**config.mk**
```make
export PLATFORM = sky130hd
export DESIGN_NAME = vc_allocator
export DESIGN_NICKNAME = d
export VERILOG_FILES = /design/src/rtl/noc_pkg.sv /design/src/rtl/rr_arbiter.sv /design/src/rtl/vc_allocator.sv
export SDC_FILE = /design/constraint.sdc
export NUM_CORES = 1
export LEC_CHECK = 0
export ABC_AREA = 1
export CELL_PAD_IN_SITES_DETAIL_PLACEMENT = 1
export CELL_PAD_IN_SITES_GLOBAL_PLACEMENT = 2
export CORE_AREA = 2 2 164 287
export CTS_BUF_LIST = sky130_fd_sc_hd__clkbuf_4 sky130_fd_sc_hd__clkbuf_8
export DETAILED_ROUTE_END_ITERATION = 8
export DIE_AREA = 0 0 166 289
export GPL_ROUTABILITY_DRIVEN = 1
export GPL_TIMING_DRIVEN = 0
export PLACE_DENSITY_LB_ADDON = 0.12
export SETUP_SLACK_MARGIN = 0.15
export SLEW_MARGIN = 20
export SYNTH_ARGS = -nofsm -noshare
export SYNTH_HDL_FRONTEND = slang
export SYNTH_SLANG_ARGS = --single-unit
```
**constraint.sdc**
```tcl
create_clock -name clk -period 5.15 [get_ports clk]
set_clock_uncertainty 0.05 [all_clocks]
set_input_delay 1.2875 -clock clk [delete_from_list [all_inputs] [get_ports clk]]
set_output_delay 1.2875 -clock clk [all_outputs]
set_load 0.01 [all_outputs]
```
**src/rtl/noc_pkg.sv**
```systemverilog
// Router-wide constants: port/VC counts, index widths, port names.
// Shared by the VC allocator and its round-robin arbiter.
package noc_pkg;
  localparam int PORT_NUM  = 5;
  localparam int VC_NUM    = 2;
  localparam int PORT_SIZE = $clog2(PORT_NUM);
  localparam int VC_SIZE   = (VC_NUM > 1) ? $clog2(VC_NUM) : 1;

  typedef enum logic [PORT_SIZE-1:0] {
    LOCAL,
    NORTH,
    SOUTH,
    WEST,
    EAST
  } port_e;
endpackage

```
**src/rtl/rr_arbiter.sv**
```systemverilog
// Round-robin arbiter: first request at/after ptr wins, wrapping.
// Ports: clk, rst (async low), req_i, en_i (advance) -> gnt_o, valid_o.
module rr_arbiter #(
  parameter int N = 10
) (
  input  logic         clk,
  input  logic         rst,
  input  logic [N-1:0] req_i,
  input  logic         en_i,
  output logic [N-1:0] gnt_o,
  output logic         valid_o
);
  localparam int PW = (N > 1) ? $clog2(N) : 1;

  logic [PW-1:0] ptr_q;
  logic [PW-1:0] ptr_d;
  logic [PW-1:0] widx;
  logic          found;

  always_comb begin
    int j;
    j     = 0;
    found = 1'b0;
    widx  = '0;
    for (int i = 0; i < N; i++) begin
      j = int'(ptr_q) + i;
      if (j >= N) j = j - N;
      if (!found && req_i[j]) begin
        found = 1'b1;
        widx  = PW'(j);
      end
    end
  end

  assign valid_o = found;
  assign gnt_o   = found ? (N'(1) << widx) : '0;

  always_comb begin
    ptr_d = ptr_q;
    if (en_i && found) begin
      ptr_d = (int'(widx) == N - 1) ? '0 : widx + PW'(1);
    end
  end

  always_ff @(posedge clk or negedge rst) begin
    if (!rst) ptr_q <= '0;
    else      ptr_q <= ptr_d;
  end
endmodule

```
**src/rtl/vc_allocator.sv**
```systemverilog
// Downstream VC allocator: one RR arbiter per output port, lowest free VC.
// Ports: request_i/out_port_i in, release_i frees, grant_o/downstream_vc_o/vc_busy_o out.
module vc_allocator
  import noc_pkg::*;
(
  input  logic                                         clk,
  input  logic                                         rst,
  input  logic [PORT_NUM-1:0][VC_NUM-1:0]                request_i,
  input  logic [PORT_NUM-1:0][VC_NUM-1:0][PORT_SIZE-1:0] out_port_i,
  input  logic [PORT_NUM-1:0][VC_NUM-1:0]                release_i,
  output logic [PORT_NUM-1:0][VC_NUM-1:0]                grant_o,
  output logic [PORT_NUM-1:0][VC_NUM-1:0][VC_SIZE-1:0]   downstream_vc_o,
  output logic [PORT_NUM-1:0][VC_NUM-1:0]                vc_busy_o
);
  localparam int N = PORT_NUM * VC_NUM;

  logic [PORT_NUM-1:0][VC_NUM-1:0]              grant_q, grant_d;
  logic [PORT_NUM-1:0][VC_NUM-1:0][VC_SIZE-1:0] dvc_q, dvc_d;
  logic [PORT_NUM-1:0][VC_NUM-1:0]              busy_q, busy_d;

  logic [PORT_NUM-1:0][N-1:0]       cand;
  logic [PORT_NUM-1:0][N-1:0]       arb_gnt;
  logic [PORT_NUM-1:0]              arb_valid;
  logic [PORT_NUM-1:0]              free_any;
  logic [PORT_NUM-1:0]              en;
  logic [PORT_NUM-1:0][VC_SIZE-1:0] free_vc;

  // Grant mask: requester only sees its grant a cycle late.
  always_comb begin
    cand = '0;
    for (int p = 0; p < PORT_NUM; p++) begin
      for (int u = 0; u < PORT_NUM; u++) begin
        for (int v = 0; v < VC_NUM; v++) begin
          cand[p][u*VC_NUM+v] = request_i[u][v] & ~grant_q[u][v]
                              & (out_port_i[u][v] == PORT_SIZE'(p));
        end
      end
    end
  end

  always_comb begin
    free_any = '0;
    free_vc  = '0;
    en       = '0;
    for (int p = 0; p < PORT_NUM; p++) begin
      free_any[p] = ~&busy_q[p];
      for (int v = VC_NUM - 1; v >= 0; v--) begin
        if (!busy_q[p][v]) free_vc[p] = VC_SIZE'(v);
      end
      en[p] = arb_valid[p] & free_any[p];
    end
  end

  for (genvar p = 0; p < PORT_NUM; p++) begin : g_arb
    rr_arbiter #(.N(N)) u_arb (
      .clk     (clk),
      .rst     (rst),
      .req_i   (cand[p]),
      .en_i    (free_any[p]),
      .gnt_o   (arb_gnt[p]),
      .valid_o (arb_valid[p])
    );
  end

  always_comb begin
    grant_d = '0;
    dvc_d   = dvc_q;
    busy_d  = busy_q & ~release_i;
    for (int p = 0; p < PORT_NUM; p++) begin
      if (en[p]) begin
        busy_d[p][free_vc[p]] = 1'b1;
        for (int u = 0; u < PORT_NUM; u++) begin
          for (int v = 0; v < VC_NUM; v++) begin
            if (arb_gnt[p][u*VC_NUM+v]) begin
              grant_d[u][v] = 1'b1;
              dvc_d[u][v]   = free_vc[p];
            end
          end
        end
      end
    end
  end

  always_ff @(posedge clk or negedge rst) begin
    if (!rst) begin
      grant_q <= '0;
      dvc_q   <= '0;
      busy_q  <= '0;
    end else begin
      grant_q <= grant_d;
      dvc_q   <= dvc_d;
      busy_q  <= busy_d;
    end
  end

  assign grant_o         = grant_q;
  assign downstream_vc_o = dvc_q;
  assign vc_busy_o       = busy_q;
endmodule

```
==> results of run 1 <==
through the flow:
| step | hold WS, ns | area, um^2 |
|---|---|---|
| 6_report | 0.543 | 17900 |
| 5_1_grt | 0.577 | 17900 |
| 4_1_cts | 0.550 | 16900 |
| 3_5_place_dp | 0.534 | 16500 |
| 3_3_place_gp | 0.511 | 16500 |
| 2_1_floorplan | 0.535 | 15000 |
state kept, by name, summed over array words and instances (netlist names):
register           flops
grant_o               10
vc_busy_o             10
downstream_vc_o       10
g_arb.u_arb.ptr_q     20
metal layers:
layer  GRT usage  wire length (um)  vias to the layer above
met2       0.556             37300                      340
met1       0.283             25800                     8960
met4       0.166              4340                        0
met3     0.00997              1280                      159
li1            -                 -                     9286
met5           0                 0                        -
area by class of cell:
type,count,area (um^2)
Multi-Input combinational cell,2283,12700
Buffer,31,220
Fill cell,6392,27800
Inverter,411,1590
Timing Repair Buffer,125,1210
Sequential cell,50,1270
Tap cell,583,729
Clock inverter,2,37.5
Clock buffer,6,76.3
Antenna cell,1,2.50
critical path: cells and delay by family:
| kind | cells | cell delay, ns |
|---|---|---|
| fa+ha+maj | 1 | 0.16 |
| compound gates | 1 | 0.15 |
| buf+inv | 6 | 0.91 |
| simple gates | 21 | 2.50 |
timing repair:
item                       in CTS  in global routing
setup endpoints to repair      35                 32
gates cloned                    0                  2
pin swaps                       6                 20
buffers inserted                9                 34
resized for setup              88                178
worst max path at each step:
stage | startpoint | to | slack [ns] | depth (start not counted)
after floorplan | g_arb[2].u_arb.ptr_q[1]$_DFFE_PN0P_ | downstream_vc_o[3]$_DFF_PN0_ | 1.02 | 29
after global placement | request_i[9] | downstream_vc_o[7]$_DFF_PN0_ | -0.79 | 27
after detailed placement | request_i[9] | downstream_vc_o[7]$_DFF_PN0_ | -0.85 | 27
after CTS | request_i[4] | downstream_vc_o[6]$_DFF_PN0_ | 0.15 | 28
after global routing | g_arb[3].u_arb.ptr_q[1]$_DFFE_PN0P_ | downstream_vc_o[7]$_DFF_PN0_ | 0.11 | 29
final | out_port_i[14] | downstream_vc_o[7]$_DFF_PN0_ | 0.32 | 29
placed cells by master (no fill, tap or decap), types with 11 or more instances in the layout:
master | synthesis | routed
xor2_1 | 57 | 52
a21oi_1 | 75 | 75
nor2_2 | 20 | 46
nand2_1 | 931 | 911
o211ai_1 | 19 | 19
inv_2 | 34 | 31
clkdlybuf4s50_1 | 0 | 67
o21ai_1 | 40 | 46
dfrtp_1 | 50 | 36
dfrtp_2 | 0 | 14
nand2_2 | 25 | 42
nand3_2 | 13 | 28
ha_1 | 125 | 121
inv_1 | 369 | 361
o21ai_4 | 0 | 11
nand4_1 | 83 | 83
buf_2 | 22 | 11
nor2_1 | 205 | 160
o21ai_2 | 6 | 17
nor2_4 | 8 | 29
nand3_1 | 414 | 398
buf_4 | 6 | 48
nand3b_1 | 20 | 20
o21ai_0 | 136 | 108
logic make-up (layout without fill, tap and decap cells):
logic type | after synthesis | count (layout) | synth area share
compound gates | 327 | 327 | 0.124
xor+xnor | 66 | 66 | 0.0411
fa+ha+maj | 130 | 130 | 0.111
buf+inv | 442 | 575 | 0.115
flops | 50 | 50 | 0.0836
mux | 2 | 2 | 0.00134
other cells | 0 | 1 | 0
simple gates | 1756 | 1758 | 0.524
==> flow_summary.yaml, run 1 <==
drt:
  avgRoutedWirePerCell_um: 19.7
  initialDrtViolationCount: 644
  via_count: 18700
  ant_nets: 0
  drc: 0
  first_pass_iters: 5
  viasPerCell: 5.37
  totalWireLength_um: 68700
clock_tree:
  holdBufCountCts: 0
  path_clk_slew_ns: 0.11
  cts-buffers-inserted: 5
  cts_sinks: 50
  cts_tree: "yes"
  clk_latency_ns: 0.35
  cts-root-buf: "clkbuf_8"
  cts_buffer_depth: 2
  htreeDepth: 2
sta:
  setup_slack_ns: 0.319
  setup_viol: 0
  final_max_slew_viol_count: 0
  slew_headroom: 0.529
  setup-tns-final_ns: 0
  worst_pin_slew_ns: 0.699
  fin_crit_ns: 4.83
  fmax_mhz: 207
  fin_crit_sh: 0.938
  rsz0062_at_grt: "true"
  finalHoldViolCount: 0
yosys:
  async_flop_share: 1.00
  synth_commonest_cells: "nand2_1, nand3_1, inv_1, nor2_1, o21ai_0"
  yosys_warnings: 0
  syn-cell-area_um2: 15000
  yosysTopAreaCell: "nand2_1"
  netlist.area_leader.share: 0.233
  synthesis.nets: 2955
  synth_edf_count: 0
  synth_cell_type_count: 58
  synth_cells: 2773
  synth_seq_cells: 50
  syn_area_per_cell_um2: 5.40
  synth_most_common_cell: "nand2_1"
  synth-main-ff-cell: "dfrtp_1"
  yosysSeqAreaShare: 0.0836
  synth_area_leaders: "nand2_1, nand3_1, ha_1"
floorplan:
  die_h_um: 289
  die_w_um: 166
  core_area_um2: 45700
  start_util: 0.328
  io_pins: 82
  rows: 104
  dieArea_um2: 48000
global_route:
  grt_max_degree: 45
  track_usage: 0.277
  grt_pass1_wl_um: 106000
  antenna_found_initial: 1
  grt_pass1_vias: 19500
  grt_overflow: 0
worst_setup_path:
  worstPathArrival_ns: 5.03
  cp-end-kind: "register"
  critPathMaxFanout: 8
  critical-path-slowest-cell: "clkdlybuf4s50_1"
  cpPeakStageDelay_ns: 0.56
  critPathRequiredTime_ns: 5.35
  r2r_cells: 31
  r2r_setup_slack_ns: 0.43
  critPathKind: "primary input to register"
  crit_path_start_kind: "primary input"
  worstReg2RegStart: "g_arb[3].u_arb.ptr_q[0]$_DFFE_PN0P_"
  crit_top_cell: "nand2_1"
  r2r_end: "downstream_vc_o[7]$_DFF_PN0_"
worst_hold_path:
  hold_depth: 2
  worstHoldStart: "vc_busy_o[9]$_DFF_PN0_"
  min_to: "vc_busy_o[9]$_DFF_PN0_"
  hp-class: "register to register"
status:
  outcome: "complete, no violations"
placed_design:
  post-place-ws_ns: -0.855
  portBuffers: 81
  place_hpwl_um: 58500
  dp.cells: 3438
  place_congestion: 0.937
run:
  cap_violations: 0
finish:
  drive_above_1_share: 0.128
  post-route-util: 0.391
  fin_cells: 3492
  nNetsFinal: 3089
  syn_to_final_growth_pct: 19.4
Power of run 1 is left out: the tool's default activity adds up to more than one toggle a clock period on the data nets, which glitch-free logic cannot reach.
==> run 2, diff against run 1 <==
--- a/config.mk
+++ b/config.mk
@@ -10,6 +10,7 @@
 export CELL_PAD_IN_SITES_GLOBAL_PLACEMENT = 2
 export CORE_AREA = 2 2 164 287
 export CTS_BUF_LIST = sky130_fd_sc_hd__clkbuf_4 sky130_fd_sc_hd__clkbuf_8
+export CTS_CLUSTER_DIAMETER = 120
 export DETAILED_ROUTE_END_ITERATION = 8
 export DIE_AREA = 0 0 166 289
 export GPL_ROUTABILITY_DRIVEN = 1
==> results of run 2 <==
Same layout as run 1: the final DEF is identical, and so are final timing and power.
Power of run 2 is left out for the same reason.
==> run 3, diff against run 2 <==
--- a/config.mk
+++ b/config.mk
@@ -6,6 +6,7 @@
 export NUM_CORES = 1
 export LEC_CHECK = 0
 export ABC_AREA = 1
+export CAP_MARGIN = 20
 export CELL_PAD_IN_SITES_DETAIL_PLACEMENT = 1
 export CELL_PAD_IN_SITES_GLOBAL_PLACEMENT = 2
 export CORE_AREA = 2 2 164 287
==> results of run 3 <==
Same layout as run 1: the final DEF is identical, and so are final timing and power.
Power of run 3 is left out for the same reason.
